File: src/rtl/mux_rr_arbiter_4ch.sv
// Round-robin arbiter sharing one registered 4-bit channel among four requesters.
// A hold limit forces rotation when the current owner keeps the channel while others wait.
module mux_rr_arbiter_4ch #(
  parameter int MAX_HOLD = 4
) (
  input  logic       clk,
  input  logic       rst_n,
  input  logic [3:0] req,
  input  logic [3:0] a,
  input  logic [3:0] b,
  input  logic [3:0] c,
  input  logic [3:0] d,
  output logic [3:0] grant,
  output logic [1:0] sel,
  output logic [3:0] f,
  output logic       f_valid
);

  localparam logic [3:0] HOLD_LAST = 4'(MAX_HOLD - 1);

  typedef enum logic {
    IDLE  = 1'b0,
    GRANT = 1'b1
  } state_t;

  state_t     state_reg, state_next;
  logic [3:0] grant_reg, grant_next;
  logic [1:0] sel_reg, sel_next;
  logic [3:0] f_reg, f_next;
  logic       f_valid_reg, f_valid_next;
  logic [3:0] hold_cnt_reg, hold_cnt_next;
  logic [1:0] last_owner_reg, last_owner_next;

  logic [3:0] word_arr [4];
  logic [3:0] owner_onehot;
  logic [3:0] others;
  logic [1:0] idle_winner;
  logic [1:0] rot_winner;
  logic [3:0] idle_onehot;
  logic [3:0] rot_onehot;

  // First set bit of r, scanning upward from start with 3->0 wrap.
  function automatic logic [1:0] pick(input logic [3:0] r, input logic [1:0] start);
    logic [1:0] idx;
    logic       found;
    pick  = start;
    found = 1'b0;
    for (int k = 0; k < 4; k++) begin
      idx = start + 2'(k);
      if (!found && r[idx]) begin
        pick  = idx;
        found = 1'b1;
      end
    end
  endfunction

  assign word_arr[0] = a;
  assign word_arr[1] = b;
  assign word_arr[2] = c;
  assign word_arr[3] = d;

  // Owner is whoever sel points at while in GRANT.
  generate
    for (genvar gi = 0; gi < 4; gi++) begin : g_onehot
      assign owner_onehot[gi] = (sel_reg == 2'(gi));
      assign idle_onehot[gi]  = (idle_winner == 2'(gi));
      assign rot_onehot[gi]   = (rot_winner == 2'(gi));
    end
  endgenerate

  assign others      = req & ~owner_onehot;
  assign idle_winner = pick(req, last_owner_reg + 2'd1);
  assign rot_winner  = pick(others, sel_reg + 2'd1);

  always_comb begin
    state_next      = state_reg;
    grant_next      = grant_reg;
    sel_next        = sel_reg;
    f_next          = f_reg;
    f_valid_next    = 1'b0;
    hold_cnt_next   = hold_cnt_reg;
    last_owner_next = last_owner_reg;

    case (state_reg)
      IDLE: begin
        if (req != 4'b0000) begin
          grant_next      = idle_onehot;
          sel_next        = idle_winner;
          hold_cnt_next   = 4'd0;
          last_owner_next = idle_winner;
          state_next      = GRANT;
        end
      end
      GRANT: begin
        f_next       = word_arr[sel_reg];
        f_valid_next = 1'b1;
        if (!req[sel_reg] || (hold_cnt_reg == HOLD_LAST)) begin
          if (others != 4'b0000) begin
            grant_next      = rot_onehot;
            sel_next        = rot_winner;
            hold_cnt_next   = 4'd0;
            last_owner_next = rot_winner;
          end else if (!req[sel_reg]) begin
            grant_next = 4'b0000;
            state_next = IDLE;
          end
          // Lone owner at the limit: keep the grant with the counter saturated.
        end else begin
          hold_cnt_next = hold_cnt_reg + 4'd1;
        end
      end
      default: begin
        state_next = IDLE;
        grant_next = 4'b0000;
      end
    endcase
  end

  always_ff @(posedge clk or negedge rst_n) begin
    if (!rst_n) begin
      state_reg      <= IDLE;
      grant_reg      <= 4'b0000;
      sel_reg        <= 2'd0;
      f_reg          <= 4'd0;
      f_valid_reg    <= 1'b0;
      hold_cnt_reg   <= 4'd0;
      last_owner_reg <= 2'd3;
    end else begin
      state_reg      <= state_next;
      grant_reg      <= grant_next;
      sel_reg        <= sel_next;
      f_reg          <= f_next;
      f_valid_reg    <= f_valid_next;
      hold_cnt_reg   <= hold_cnt_next;
      last_owner_reg <= last_owner_next;
    end
  end

  assign grant   = grant_reg;
  assign sel     = sel_reg;
  assign f       = f_reg;
  assign f_valid = f_valid_reg;

endmodule

File: config.mk
export PLATFORM = sky130hd
export DESIGN_NAME = mux_rr_arbiter_4ch
export DESIGN_NICKNAME = d
export VERILOG_FILES = /design/src/rtl/mux_rr_arbiter_4ch.sv
export SDC_FILE = /design/constraint.sdc
export NUM_CORES = 1
export LEC_CHECK = 0
export BUFFER_PORTS_ARGS = -buffer_cell sky130_fd_sc_hd__buf_2
export CORE_MARGIN = 5
export CORE_UTILIZATION = 50
export CTS_CLUSTER_SIZE = 24
export DETAILED_ROUTE_END_ITERATION = 16
export PLACE_DENSITY = 0.72
export SLEW_MARGIN = 20
export SYNTH_ARGS = -nofsm -noshare
export SYNTH_HDL_FRONTEND = slang
export SYNTH_SLANG_ARGS = --single-unit
export TNS_END_PERCENT = 1
File: constraint.sdc
create_clock -name clk -period 5.9 [get_ports clk]
set_input_delay 0.885 -clock clk [delete_from_list [all_inputs] [get_ports clk]]
set_output_delay 0.885 -clock clk [all_outputs]
set_load 0.005 [all_outputs]
# Yosys cells after proc, flatten, opt, wreduce, memory -nomap -nowiden
# Cells that the tools add are included.
# W data, S select, Z words.
[classes]
bitwise = 4
n_eq_ne = 15
n_addsub = 9
mux = 52
magnitude_cmp = 10
reduce_logical = 22
[op_table]
columns = ["op", "count"]
rows = [
  ["$mux W4", 9],
  ["$lt A2 B3 Y1 const B", 9],
  ["$mux W1", 20],
  ["$bmux W1 S2", 9],
  ["$mux W2", 9],
  ["$pmux W4 S2", 2],
  ["$eq A2 B2 Y1 const B", 6],
  ["$add A2 B1 Y2 const B", 4],
  ["$add A2 B2 Y2 const B", 4],
  ["$bmux W4 S2", 1],
  ["$reduce_bool A4 Y1", 2],
  ["$logic_not A1 Y1", 7],
  ["$eq A2 B1 Y1 const B", 3],
  ["$logic_and A1 B1 Y1", 6],
  ["$logic_not A2 Y1", 3],
  ["$reduce_and A3 Y1", 2],
  ["$add A4 B1 Y4 const B", 1],
  ["$and A4 B4 Y4", 1],
  ["$eq A4 B2 Y1 const B", 1],
  ["$ne A2 B1 Y1 const B", 2],
  ["$not A4 Y4", 1],
  ["$pmux W2 S2", 1],
  ["$ge A3 B3 Y1 const B", 1],
  ["$ne A3 B2 Y1 const B", 1],
  ["other kinds (7)", 7],
]
[word_totals]
input_bits = 22
register_bits = 18
output_inout_bits = 11
wordCells = 119

# Logic depth before layout (Yosys ltp)
[depth]
word_depth = 19
mapped_depth = 9
ltp_nobuf = 7

# Least setup slack after synthesis
# Ideal clock, no wire load.
[synth_path]
path_kind = "in2reg"
startpoint = "in req[0]"
endpoint = "reg last_owner_reg[0]"
path_slack_ns = 3.617
arrival_time_ns = 2.210
setup_ns = 0.073
path_stages = 7
path_cell_list = "buf_6 -> nor2b_4 -> buf_6 -> or4_4 -> a22o_4 -> o31a_4 -> a21oi_1"
[synth_between]
elab_chain_cells = 16
[synth_lines]
columns = ["element", "line", "text"]
rows = [
  ["start: declaration", "8", "input logic [3:0] req,"],
  ["$and A4 B4 Y4", "71", "assign others = req & ~owner_onehot;"],
  ["$bmux W1 S2", "50", "if (!found && r[idx]) begin"],
  ["$mux W1 (not written as such)", "50", ""],
  ["$mux W1", "50", ""],
  ["$logic_not A1 Y1", "50", ""],
  ["$logic_and A1 B1 Y1", "50", ""],
  ["$mux W1", "50", ""],
  ["$logic_not A1 Y1", "50", ""],
  ["$logic_and A1 B1 Y1", "50", ""],
  ["$mux W1", "50", ""],
  ["$logic_not A1 Y1", "50", ""],
  ["$logic_and A1 B1 Y1", "50", ""],
  ["$mux W2", "50", ""],
  ["$mux W2", "98", "if (others != 4'b0000) begin"],
  ["$mux W2", "97", "if (!req[sel_reg] || (hold_cnt_reg == HOLD_LAST)) begin"],
  ["$pmux W2 S2", "84", "case (state_reg)"],
  ["end signal: assignment", "135", "last_owner_reg <= last_owner_next;"],
  ["end: declaration", "32", "logic [1:0] last_owner_reg, last_owner_next;"],
]
# Several ways; a longest one is shown, not always the timed one. The select of a mux whose other input is x is not followed.
# A chain may end at the register's enable or synchronous reset.

# Worst setup path after layout
[layout_path]
startpoint = "reg sel_reg[0] (netlist: sel[0])"
endpoint = "reg sel_reg[1] (netlist: sel[1])"
[layout_between]
elab_chain_cells = 18
[layout_lines]
columns = ["element", "line", "text"]
rows = [
  ["start: declaration", "28", "logic [1:0] sel_reg, sel_next;"],
  ["start signal: assignment", "131", "sel_reg <= sel_next;"],
  ["branches (longest 18 deep; another with $add A2 B1 Y2)", "--", ""],
]
# Several ways; the timed one is not identified. The select of a mux whose other input is x is not followed.

==> results.md <==
* Post-DRT Antenna Nets at 0
* RSZ-0062 raised after global routing: no
* Syn. warnings at 0
* Clock Latency Late Sink at roughly 0.29 ns
* DRC Markers at 0
* Netlist cell types at 51
* Post-synth EDFFs at 0
* Critical Path Sink Type: flop
* Avg Cell Area, Syn at just under 10 sq um
* Clock tree root driver cell: clkbuf_4
* Syn nets at between 150 and 200
* Yosys top cell area share at between 20% and 30%
* Grt total ovfl at 0
* FILL cells at between 200 and 300
* Flops & latches, synth at 18
* Clk slew on worst S/H paths at roughly 0.10 ns
* Hold WC Path Type: input pin to asynchronous set/reset pin
* Detailed Route WL at about 3.2 mm
* Setup violations, final at 0
* Fmax at 389 MHz
* Total GRT Usage at between 10% and 20%
* Vias per inst at roughly 6
* Flop-to-flop setup slack at between 3 and 4 ns
* CP max stage delay at around 0.73 ns
* Average wire per cell in the routed design at 15.6 um
* CTS tree: done
* CP max-delay cell: dfrtp_1
* # Max-Cap Violations at 0
* Min Tclk post-route at about 2.6 ns
* Inst Count DP at a little under 200
* Part of the power in the clock network at under 10%
* Cell Chain, Critical Path: inv_1, ha_1, inv_1, o32a_1, o21ai_1, a31oi_1, a21oi_1
* Largest net degree at the start of global routing at 19
* Die Height at 62.3 um
* Layout Cells excl Fill at ~200
* Layout cells sized above 1 at between 20% and 30%
* Mapped cell area at 1370 sq um
* Placer congestion estimate at slightly below 0.9
* Dpl hpwl at 2.44 mm
* Clk_skew at between 0.001 and 0.0015 ns
* Seq/Total Area, Yosys at 33.2%
* Critical path data required time at 6.12 ns
* RR Startpoint: sel[0]$_DFFE_PN0P_
* Effective utilization at floorplan at 50.9%
* Core area at approximately 2700 sq um
* Sw Ratio at ~45%
* Initial antenna violation count at 0
* Worst path most repeated cell: inv_1
* H-tree levels at 1
* Max FO, Critical Path at 14
* Fin crit share at a little over two fifths
* Setup_tns at 0 ns
* Leak at approximately 0.7 nW
* Reg2reg end: sel[1]$_DFFE_PN0P_
* Clk buf depth at 2
* Worst Tran Pin Value at ~0.60 ns
* First-pass iteration count of the detailed router at 4
* Syn-to-layout area delta at 13.9%
* Postcts setup bufs at 0
* Reg2Reg Depth at 7
* Sink Count at 18
* Internal Power at ~0.45 mW
* # diodes at 0
* Post_cts resized at 0
* Vias after detailed routing at approximately 1200
* Final WS setup at around 3.3 ns
* IO Pins at 33
* Initial DRC Count at 40
* Count of final hold-check violations at 0
* Reg power frac at between 30% and 40%
* Startpoint types: flop
* Die area at about 3900 sq um
* Power per cell area at between 500 and 600 nW/um^2
* CTS Hold Buffers Added at 0
* # port buffers at 32
* First-pass GRT wire length at about 5.2 mm
* FP Rows at 19
* Comb pwr share at between 60 and 70%
* Cell count after synthesis at 140
* Die width at slightly above 60 um
* Synth area leaders: dfrtp_1 29%, mux4_2 8.2%, ha_1 4.6%, a21oi_1 4.4%, dfstp_2 3.8%
* Worst Path Arrival at ~2.8 ns
* Total Power at 0.823 mW
* Outcome: complete, no violations
* CTS Buf Count at 3
* Top FF cell, synth: dfrtp_1
* Slew margin rel. at between 50% and 60%
* Async SR Flop Fraction at 100%
* Worst slack at placement at 3.37 ns
* Switching power at 0.368 mW
* Critical path type: flop to flop
* VDD IR max at 0.000429 V
* Synth area leader: dfrtp_1
* Vias in the first global route at ~1200
* Slew Viols, Final at 0
* Nets@finish at between 150 and 200
==> layer usage <==
metal / global-route usage (%) / wire length, um / part of all wire (%)
met5: 0 / 0 / 0
met4: 5.57 / 42 / 1.3
met3: 2.88 / 203 / 6.4
met2: 26.9 / 1490 / 47
met1: 20.8 / 1430 / 45
==> power by group through the flow <==
| stage | sequential (mW) | clock [mW] | combinational [mW] |
|---|---|---|---|
| after floorplan | 0.226 | 0 | 0.407 |
| after global placement | 0.252 | 0 | 0.486 |
| after detailed placement | 0.256 | 0 | 0.501 |
| after CTS | 0.253 | 0.0685 | 0.503 |
| after global routing | 0.264 | 0.0750 | 0.557 |
| final | 0.253 | 0.0659 | 0.504 |
==> worst max-delay path, delay by kind of cell, from the launching register on <==
kind	cells	cell delay, ns
compound gates	4	0.99
fa+ha+maj	1	0.45
buf+inv	2	0.32
flops	1	0.73
==> Yosys cell counts (2+ instances only) <==
library cell,count
dfrtp_1,16
a21oi_1,12
nor2_1,9
a31oi_1,7
inv_1,7
nand2_1,7
o21ai_1,7
nand2b_1,6
ha_1,5
mux4_2,5
mux2_2,4
nor2b_1,4
nand3_1,3
o21ai_0,3
a221oi_1,2
and3_1,2
and4_1,2
buf_6,2
clkbuf_1,2
dfstp_2,2
nor3b_1,2
o21bai_1,2
==> cells in the final DEF, fill, tap and decap left out, types with 2 or more instances in the layout <==
master / Yosys / final
o21ai_1: 7 / 7
a31oi_1: 7 / 7
dfrtp_1: 16 / 16
o21bai_1: 2 / 2
nor3b_1: 2 / 2
nor2b_1: 4 / 4
mux2_2: 4 / 4
a21oi_1: 12 / 12
and4_1: 2 / 2
o21ai_0: 3 / 3
inv_1: 7 / 7
nand2b_1: 6 / 6
buf_2: 1 / 32
and3_1: 2 / 2
a221oi_1: 2 / 2
nand3_1: 3 / 3
ha_1: 5 / 5
nor2_1: 9 / 9
mux4_2: 5 / 5
clkbuf_4: 0 / 3
nand2_1: 7 / 7
dfstp_2: 2 / 2
==> how the worst max path moves through the flow <==
stage	end	startpoint
final	sel[1]$_DFFE_PN0P_	sel[0]$_DFFE_PN0P_
after global routing	grant[0]$_DFFE_PN0P_	sel[0]$_DFFE_PN0P_
after CTS	grant[0]$_DFFE_PN0P_	sel[0]$_DFFE_PN0P_
after detailed placement	grant[3]$_DFFE_PN0P_	req[0]
after global placement	last_owner_reg[1]$_DFFE_PN1P_	sel[0]$_DFFE_PN0P_
after floorplan	last_owner_reg[0]$_DFFE_PN1P_	req[0]
==> logic make-up (layout without fill, tap and decap cells) <==
family,after synthesis,count (layout),share of synthesized area (%)
buf+inv,13,44,4.76
compound gates,50,50,25.4
fa+ha+maj,5,5,4.58
xor+xnor,1,1,0.641
flops,18,18,33.1
simple gates,43,43,19.2
mux,10,10,12.3
==> area by class of cell <==
cell class | count | area [sq um] | area share [%]
multi-input cells | 109 | 848 | 54.5
flip-flops and latches | 18 | 453 | 29.1
repair buffers | 32 | 160 | 10.3
clock buffers | 4 | 26.3 | 1.69
well taps | 31 | 38.8 | 2.49
inverters | 8 | 30.0 | 1.93
==> per-stage QoR <==
step | area [sq um] | hold WS, ns | utilization [%]
2_1_floorplan | 1370 | 0.443 | -
3_3_place_gp | 1530 | 0.488 | 57.0
3_5_place_dp | 1530 | 0.488 | 57.0
4_1_cts | 1560 | 0.511 | 57.9
5_1_grt | 1560 | 0.510 | 57.9
6_report | 1560 | 0.501 | 57.9
(Power assumes the default switching activity.)
